**src/rtl/attn_result_streamer_if.sv**
```systemverilog
// Stream interface for the attention result drain: one DW-bit word per beat,
// tagged with its index and an end-of-frame flag, under valid/ready flow control.
interface attn_result_streamer_if #(
    parameter int DW   = 16,
    parameter int IDXW = 5
);
    logic [DW-1:0]   out_data;
    logic            out_valid;
    logic            out_ready;
    logic            out_last;
    logic [IDXW-1:0] out_idx;

    modport master (
        output out_data,
        output out_valid,
        output out_last,
        output out_idx,
        input  out_ready
    );

    modport slave (
        input  out_data,
        input  out_valid,
        input  out_last,
        input  out_idx,
        output out_ready
    );
endinterface

```
**src/rtl/attn_result_streamer.sv**
```systemverilog
// attn_result_streamer: captures the attention core's full result bus on the
// rising edge of its completion level, then streams the captured words out one
// per accepted beat. Optional macro ATTN_STREAM_CHECKSUM_EN appends one extra
// beat carrying the XOR of all captured words (needs IDXW wide enough to index it).
module attn_result_streamer #(
    parameter int WORDS = 32,
    parameter int DW    = 16,
    parameter int IDXW  =
`ifdef ATTN_STREAM_CHECKSUM_EN
        6
`else
        5
`endif
) (
    input  logic                   clk,
    input  logic                   rst,
    input  logic [WORDS*DW-1:0]    res_in,
    input  logic                   res_done,
    attn_result_streamer_if.master s,
    output logic                   busy,
    output logic                   overrun
);

    // Buffer address width; the index may be one bit wider to reach the checksum beat.
    localparam int AW = (WORDS > 1) ? $clog2(WORDS) : 1;
`ifdef ATTN_STREAM_CHECKSUM_EN
    localparam int NBEATS = WORDS + 1;
`else
    localparam int NBEATS = WORDS;
`endif
    localparam logic [IDXW-1:0] LAST_IDX = IDXW'(NBEATS - 1);

    typedef enum logic {IDLE, STREAM} state_t;

    state_t                     state_q, state_d;
    logic                       done_q, done_d;
    logic [IDXW-1:0]            idx_q, idx_d;
    logic                       overrun_q, overrun_d;
    logic [WORDS-1:0][DW-1:0]   buf_q, buf_d;
    logic                       done_rise;
    logic                       xfer;
`ifdef ATTN_STREAM_CHECKSUM_EN
    logic [DW-1:0]              csum_q, csum_d;
    logic [DW-1:0]              res_csum;

    // XOR of the incoming words, taken straight from the bus so it lands with the capture.
    always_comb begin
        res_csum = '0;
        for (int i = 0; i < WORDS; i++) begin
            res_csum = res_csum ^ res_in[i*DW +: DW];
        end
    end
`endif

    // Next-state: capture on done edge when idle, advance index on each accepted beat.
    always_comb begin
        state_d   = state_q;
        idx_d     = idx_q;
        overrun_d = overrun_q;
        buf_d     = buf_q;
        done_d    = res_done;
`ifdef ATTN_STREAM_CHECKSUM_EN
        csum_d    = csum_q;
`endif
        done_rise = res_done & ~done_q;
        xfer      = (state_q == STREAM) & s.out_ready;
        case (state_q)
            IDLE: begin
                if (done_rise) begin
                    buf_d   = res_in;
`ifdef ATTN_STREAM_CHECKSUM_EN
                    csum_d  = res_csum;
`endif
                    idx_d   = '0;
                    state_d = STREAM;
                end
            end
            STREAM: begin
                // A new result while draining is flagged, never loaded; this
                // includes a rise on the same edge as the final transfer.
                if (done_rise) overrun_d = 1'b1;
                if (xfer) begin
                    if (idx_q == LAST_IDX) begin
                        idx_d   = '0;
                        state_d = IDLE;
                    end else begin
                        idx_d   = idx_q + 1'b1;
                    end
                end
            end
            default: state_d = IDLE;
        endcase
    end

    // Control registers, cleared asynchronously so a reset aborts any frame in flight.
    always_ff @(posedge clk or posedge rst) begin
        if (rst) begin
            state_q   <= IDLE;
            done_q    <= 1'b0;
            idx_q     <= '0;
            overrun_q <= 1'b0;
        end else begin
            state_q   <= state_d;
            done_q    <= done_d;
            idx_q     <= idx_d;
            overrun_q <= overrun_d;
        end
    end

    // Data buffer has no reset: its contents only matter once a capture has happened.
    always_ff @(posedge clk) begin
        buf_q  <= buf_d;
`ifdef ATTN_STREAM_CHECKSUM_EN
        csum_q <= csum_d;
`endif
    end

    // Output view: word selected by index, forced to zero outside a frame.
    always_comb begin
        s.out_valid = (state_q == STREAM);
        s.out_idx   = idx_q;
        s.out_last  = (state_q == STREAM) && (idx_q == LAST_IDX);
        s.out_data  = '0;
        if (state_q == STREAM) begin
`ifdef ATTN_STREAM_CHECKSUM_EN
            if (idx_q == IDXW'(WORDS)) s.out_data = csum_q;
            else                       s.out_data = buf_q[idx_q[AW-1:0]];
`else
            s.out_data = buf_q[idx_q[AW-1:0]];
`endif
        end
        busy    = (state_q == STREAM);
        overrun = overrun_q;
    end

endmodule
```
**src/flat_wrapper.sv**
```systemverilog
// flat-port wrapper written by rule: the top's interface ports become plain ports
module attn_result_streamer_flat 
#(
    parameter int WORDS = 32,
    parameter int DW    = 16,
    parameter int IDXW  =

        5

)
  (clk, rst, res_in, res_done, busy, overrun, s_out_data, s_out_valid, s_out_last, s_out_idx, s_out_ready);
  attn_result_streamer_if #(.DW(DW), .IDXW(IDXW)) s_i ();
  input  logic clk;
  input  logic rst;
  input  logic [WORDS*DW-1:0] res_in;
  input  logic res_done;
  output logic busy;
  output logic overrun;
  output wire logic [$bits(s_i.out_data)-1:0] s_out_data;
  output wire logic [$bits(s_i.out_valid)-1:0] s_out_valid;
  output wire logic [$bits(s_i.out_last)-1:0] s_out_last;
  output wire logic [$bits(s_i.out_idx)-1:0] s_out_idx;
  input wire logic [$bits(s_i.out_ready)-1:0] s_out_ready;
  assign s_out_data = s_i.out_data;
  assign s_out_valid = s_i.out_valid;
  assign s_out_last = s_i.out_last;
  assign s_out_idx = s_i.out_idx;
  assign s_i.out_ready = s_out_ready;
  attn_result_streamer #(.WORDS(WORDS), .DW(DW), .IDXW(IDXW)) u_core (.clk(clk), .rst(rst), .res_in(res_in), .res_done(res_done), .s(s_i), .busy(busy), .overrun(overrun));
endmodule
```
**config.mk**
```make
export PLATFORM = sky130hd
export DESIGN_NAME = attn_result_streamer_flat
export DESIGN_NICKNAME = d
export VERILOG_FILES = /design/src/rtl/attn_result_streamer_if.sv /design/src/rtl/attn_result_streamer.sv /design/src/flat_wrapper.sv
export SDC_FILE = /design/constraint.sdc
export NUM_CORES = 1
export LEC_CHECK = 0
export CORE_AREA = 2 2 212 214
export DETAILED_ROUTE_END_ITERATION = 8
export DIE_AREA = 0 0 214 216
export PLACE_DENSITY = 0.76
export RECOVER_POWER = 25
export SYNTH_ARGS = -nofsm -noshare
export SYNTH_HDL_FRONTEND = slang
export SYNTH_SLANG_ARGS = --single-unit
```
**constraint.sdc**
```tcl
create_clock -name clk -period 127.5 [get_ports clk]
set_input_delay 31.875 -clock clk [delete_from_list [all_inputs] [get_ports clk]]
set_output_delay 31.875 -clock clk [all_outputs]
set_load 0.01 [all_outputs]
```
==> results of run 1 <==
## per-layer routing
| layer | share of wire, % | routed length, um | track usage (%) |
|---|---|---|---|
| met1 | 36 | 19300 | 27.5 |
| met2 | 51 | 27200 | 39.5 |
| met3 | 10 | 5320 | 7.61 |
| met4 | 2.5 | 1300 | 7.76 |
| met5 | 0.24 | 127 | 0 |
## final cells by class
class                   instances  area (um2)  area share, %
repair buffers                554        5540           20.0
diodes                         15        37.5          0.136
clock buffers                  69        1390           5.01
well taps                     592         741           2.68
multi-input cells             313        4120           14.9
flip-flops and latches        520       15600           56.3
clock inverters                27         272          0.981
inverters                       2        7.51         0.0271
## state kept, by name (all words and copies together) (netlist names)
| register | flops |
|---|---|
| u_core.buf_q | 512 |
| u_core.s.out_idx | 5 |
| u_core.busy | 1 |
| u_core.done_q | 1 |
| u_core.overrun | 1 |
## power by group through the flow
stage | Sequential, mW | Combinational (mW) | Clock [mW]
finish | 0.204 | 0.120 | 0.149
floorplan | 0.206 | 0.0819 | 0
detailed placement | 0.208 | 0.124 | 0
CTS | 0.205 | 0.124 | 0.152
global route | 0.206 | 0.128 | 0.159
global placement | 0.208 | 0.122 | 0
## cells by family after synthesis
kind of cell             count (synthesis)
AO/OA/AOI/OAI                           76
XOR/XNOR                                 1
adder cells (fa/ha/maj)                  3
buffers and inverters                   53
flip-flops                             520
multiplexers                           189
AND/OR/NAND/NOR                         44
## worst min path at each step
stage / from / end / slack [ns] / cells past startpoint
CTS: u_core.overrun$_DFFE_PP0P_ / u_core.overrun$_DFFE_PP0P_ / 0.49 / 1
finish: u_core.overrun$_DFFE_PP0P_ / u_core.overrun$_DFFE_PP0P_ / 0.49 / 1
detailed placement: u_core.overrun$_DFFE_PP0P_ / u_core.overrun$_DFFE_PP0P_ / 0.47 / 1
global route: u_core.overrun$_DFFE_PP0P_ / u_core.overrun$_DFFE_PP0P_ / 0.51 / 1
floorplan: u_core.overrun$_DFFE_PP0P_ / u_core.overrun$_DFFE_PP0P_ / 0.51 / 1
global placement: u_core.overrun$_DFFE_PP0P_ / u_core.overrun$_DFFE_PP0P_ / 0.46 / 1
## cells in the final DEF, fill, tap and decap left out, types with 3 or more instances in the layout
cell,netlist,routed
mux2_2,15,15
clkdlybuf4s50_1,0,277
o22ai_1,14,14
buf_4,4,12
mux4_2,110,110
dlygate4sd3_1,0,263
ha_1,3,3
clkbuf_16,0,53
nor3b_1,14,13
mux2i_1,64,64
o21ai_0,4,4
clkbuf_1,17,16
diode_2,0,15
clkinv_1,0,6
bufinv_16,0,5
dfrtp_1,8,4
a21oi_1,17,17
edfxtp_1,512,512
and2_1,4,4
clkinv_2,0,11
nor2b_1,8,8
a22oi_1,32,32
nand2_1,6,6
nand3_1,3,3
## stage by stage
stage	worst slack, ns	hold slack [ns]	instance area [um2]	util (%)
after floorplan	54.97	0.512	20000	-
after global routing	90.92	0.509	27700	63.1
after CTS	91.14	0.491	27600	63.1
after detailed placement	90.73	0.470	26000	59.3
after global placement	90.87	0.458	26000	59.3
final	91.24	0.486	27700	63.1
==> metrics, run 1 <==
status=completed; crit-path cells=buf_4 -> and2_1 -> a22oi_1 -> a21oi_1 -> nor3b_1 -> clkdlybuf4s50_1; critical path's slowest cell=dfrtp_4; # setup viols final=0; CP Max Fanout=56; largest family of logic cells by synthesized area=multiplexers; Placed Instances=1981; Site Rows=77; TritonCTS Sinks=520; Crit. path cell count=6; Cell Pwr Density=17.1 nW/um2; Yosys top cell area share=76.8%; post-synthesis xor/xnor area fraction=less than 1%; DR vias/cell=~5.3; Core ar.=43800 um2; largest net degree at the start of global routing=185; Final Cycle Share=between 20% and 30%; number of flops mapped to enable cells by yosys=512; Slew @ Worst Pin=1.17 ns; Clk network pwr share=31.5%; layout cells sized above 1=14.8%; total chip power=474 uW; sw power=around 130 uW; max-slew violation count=0; simple-gate area share of the yosys netlist=1.37%; crit start category=register; CP endpoint kind=primary output; htree depth=2; Final Skew=0.0289 ns; die height=~220 um; CTS tree=done; register area share after synthesis=77.8%; Crit. Startpoint=u_core.s.out_idx[3]$_DFFE_PP0P_; Initial Util=a little under half; cts repair resizes=0; Die Span X=214 um; Mapped Area=20000 um2; detailed placement HPWL=38.6 mm; RSZ-0062 raised after global routing=false; CP Buf/Inv Count=2; peak supply drop=roughly 0.015 mV; Reg clk slew, reported paths=about 0.05 ns; Synth Area per Inst=22.6 um2; fraction of the mapped netlist area in adder cells=0.187%; initial DRC count=969; vias=11100; Post-DRT Antenna Nets=0; Int Pwr=348 uW; Synth cell types=36; mux share of post-synthesis cell area=16.4%; post-CTS setup buffer count=0; final hold vios=0; Synthesized Nets=1405; clock buffer depth=3; asr flop ratio synth=1.54%; Reg power frac=43.1%; Mapped Cells=886; yosys warns=0; switching share of power=26.6%; fraction of power consumed by combinational cells=25.4%; global route overflow=0; clock latency on the worst-skew pair=about 0.6 ns; DRC viols=0; Worst EP required=95.62 ns; P_leak=9.03 nW; Wirelength per Cell=25.4 um; r2r setup slk=122.48 ns; first-pass GRT wire length=76.6 mm; Final Non-Filler Cells=2092; fill count=3020; CP max stage delay=0.93 ns; Reg2Reg Depth=5; Port Buf Inserts=540; vias in the first global route=11900; top cells by count, synth=edfxtp_1, mux4_2, mux2i_1, a22oi_1; boundary pin count=541; Die ar.=46200 um2; Worst Setup EP=s_out_data[0]; top cells by area, synth=edfxtp_1, mux4_2, mux2i_1, a22oi_1, dfrtp_1; most common cell in the synthesized netlist=edfxtp_1; cts hold-fix bufs=0; fmax=between 20 and 30 MHz; gpl congestion=0.877; Root Buffer=clkbuf_16; First-pass DRT Iterations=5; HP Class=register to register; reg-to-reg endpoint=u_core.buf_q[308]$_DFFE_PP_; routed wire length=53.2 mm; kind of critical path=register to primary output; R2R Path Start=u_core.busy$_DFF_PP0_; Slew HR=22.3%; Yosys top cell by area=edfxtp_1; setup TNS=0 ns; initial antenna violation count=25; CP arrival=4.39 ns; compound-gate portion of the synthesized area=under 10%; delay-heaviest family, CP=buffers and inverters; Primary FF master, synth=edfxtp_1; Synth Register Bits=520; Area Growth Syn to Fin=38.2%; GRT Total Usage=a little under a quarter; Nets=just under 2000; Max-cap violations=0; TritonCTS Buffers=between 50 and 60; Final min period=36.26 ns
No activity file was read; power rests on OpenSTA's default activity.
==> run 2, diff against run 1 <==
--- a/config.mk
+++ b/config.mk
@@ -5,10 +5,10 @@
 export SDC_FILE = /design/constraint.sdc
 export NUM_CORES = 1
 export LEC_CHECK = 0
-export CORE_AREA = 2 2 212 214
+export CORE_AREA = 2 2 208 210
 export DETAILED_ROUTE_END_ITERATION = 8
-export DIE_AREA = 0 0 214 216
-export PLACE_DENSITY = 0.76
+export DIE_AREA = 0 0 210 212
+export PLACE_DENSITY = 0.79
 export RECOVER_POWER = 25
 export SYNTH_ARGS = -nofsm -noshare
 export SYNTH_HDL_FRONTEND = slang
==> constraint.sdc (replaced) <==
create_clock -name clk -period 34.4 [get_ports clk]
set_input_delay 8.6 -clock clk [delete_from_list [all_inputs] [get_ports clk]]
set_output_delay 8.6 -clock clk [all_outputs]
set_load 0.01 [all_outputs]
==> run 2 against run 1 <==
Clock skew shrank 0.0019 ns. Routed wire length grew 1.3%. Sequential power grew to 3.7 times the previous value. Critical path depth grew 1. Critical path type unchanged. Highest routed layer unchanged.
==> metrics, run 2 (synthesized netlist as in run 1, its figures left out) <==
RSZ-0062 raised after global routing=false; clock latency on the worst-skew pair=0.60 ns; Cell Area, Placed=25900 um2; Area Growth Syn to Fin=37.8%; kind of critical path=register to primary output; Port Buf Inserts=540; initial antenna violation count=40; Site Rows=76; final hold vios=0; detailed placement HPWL=38.5 mm; Wirelength per Cell=26.2 um; worst slack, placed=roughly 21 ns; Final Cycle Share=around 40%; max-slew violation count=0; Design Area, Final=27600 um2; htree depth=2; # setup viols final=0; Die Span X=approximately 210 um; peak supply drop=0.0667 mV; CTS tree=done; First-pass DRT Iterations=4; initial DRC count=977; Cell Pwr Density=62.6 nW/um2; commonest cells after routing, fill and taps aside=edfxtp_1, clkdlybuf4s50_1, dlygate4sd3_1; Reg clk slew, reported paths=about 0.060 ns; Crit. Startpoint=u_core.s.out_idx[1]$_DFFE_PP0P_; Max-cap violations=0; commonest non-fill, non-tap cell in the layout=edfxtp_1; Final Non-Filler Cells=2059; setup TNS=0 ns; routed wire length=53.9 mm; Slew HR=22.3%; Final min period=between 10 and 15 ns; largest net degree at the start of global routing=194; Placed Instances=a little under 2000; cts repair resizes=0; gpl congestion=0.837; GRT Total Usage=around 24%; fmax=74.4 MHz; Slew @ Worst Pin=1.17 ns; cts hold-fix bufs=0; HP Class=register to register; crit start category=register; DR vias/cell=5.47; status=completed; hold_sp=u_core.overrun$_DFFE_PP0P_; CP endpoint kind=primary output; Root Buffer=clkbuf_16; Worst EP required=around 26 ns; Nets=1965; TritonCTS Buffers=53; max FFs per register=512; total chip power=around 1.7 mW; global route overflow=0; Final Skew=0.0270 ns; worst setup margin=20.96 ns; Post-DRT Antenna Nets=0; layout cells sized above 1=14.7%; P_leak=~9.0 nW; fill count=2859; CP arrival=around 4.8 ns; TritonCTS Sinks=520; die height=212 um; first-pass GRT wire length=76.1 mm; CP Max Fanout=between 40 and 50; Core ar.=42500 um2; DRC viols=0; clock buffer depth=3; largest register by flop count=u_core.buf_q; vias=11300; vias in the first global route=roughly 12000; R2R Path Start=u_core.busy$_DFF_PP0_; post-CTS setup buffer count=0; Initial Util=between 40% and 50%; Die ar.=44500 um2; boundary pin count=541
[run 2: cell count changes in the layout (fill, tap and decap cells not counted), sizes merged, moves of 3 or more]
cell / delta
clkdlybuf4s50: +4
clkbuf: -6
diode: +13
dlygate4sd3: -4
bufinv: -3
clkinv: +8
[run 2: path summary, 6_finish.rpt]
kind                                                   end  slack, ns  depth (start not counted)
max                                          s_out_data[7]      20.96                          7
min                             u_core.overrun$_DFFE_PP0P_       0.47                          1
max reg2reg                    u_core.buf_q[392]$_DFFE_PP_      30.47                          5
min reg2reg                     u_core.overrun$_DFFE_PP0P_       0.47                          1
max in group asynchronous  u_core.s.out_idx[3]$_DFFE_PP0P_      25.70                          2
min in group asynchronous          u_core.done_q$_DFF_PP0_       8.43                          2
[run 2: cell type report]
type | count | area (um2) | area share, %
repair buffers | 556 | 5550 | 20.1
diodes | 28 | 70.1 | 0.254
flip-flops and latches | 520 | 15600 | 56.5
clock buffers | 63 | 1360 | 4.94
multi-input cells | 313 | 4120 | 14.9
inverters | 2 | 7.51 | 0.0272
clock inverters | 31 | 205 | 0.744
well taps | 546 | 683 | 2.48
[run 2: per-layer routing]
layer	routed length [um]	vias to the layer above	global-route usage [%]
met5	98	-	0
met4	2000	14	11.2
met3	5190	125	7.62
met2	27300	589	39.9
met1	19300	5633	29.1
li1	-	4906	-
[run 2: critical path: stages, from the launching register on]
cell,delay (ns)
dfrtp_4,0.94
buf_4,0.73
buf_4,0.70
mux4_2,0.58
mux4_2,0.51
o22ai_1,0.15
nor3b_1,0.09
clkdlybuf4s50_1,0.49
[run 2: per-stage QoR]
stage               hold WS (ns)  util [%]
floorplan                  0.512         -
global placement           0.453      61.1
finish                     0.471      64.9
CTS                        0.475      64.7
global route               0.491      64.9
detailed placement         0.462      61.1
[run 2: report_power, final]
part           total (mW)  switching [mW]  internal (mW)
sequential          0.748          0.0297          0.718
clock               0.526           0.230          0.296
combinational       0.452           0.203          0.249
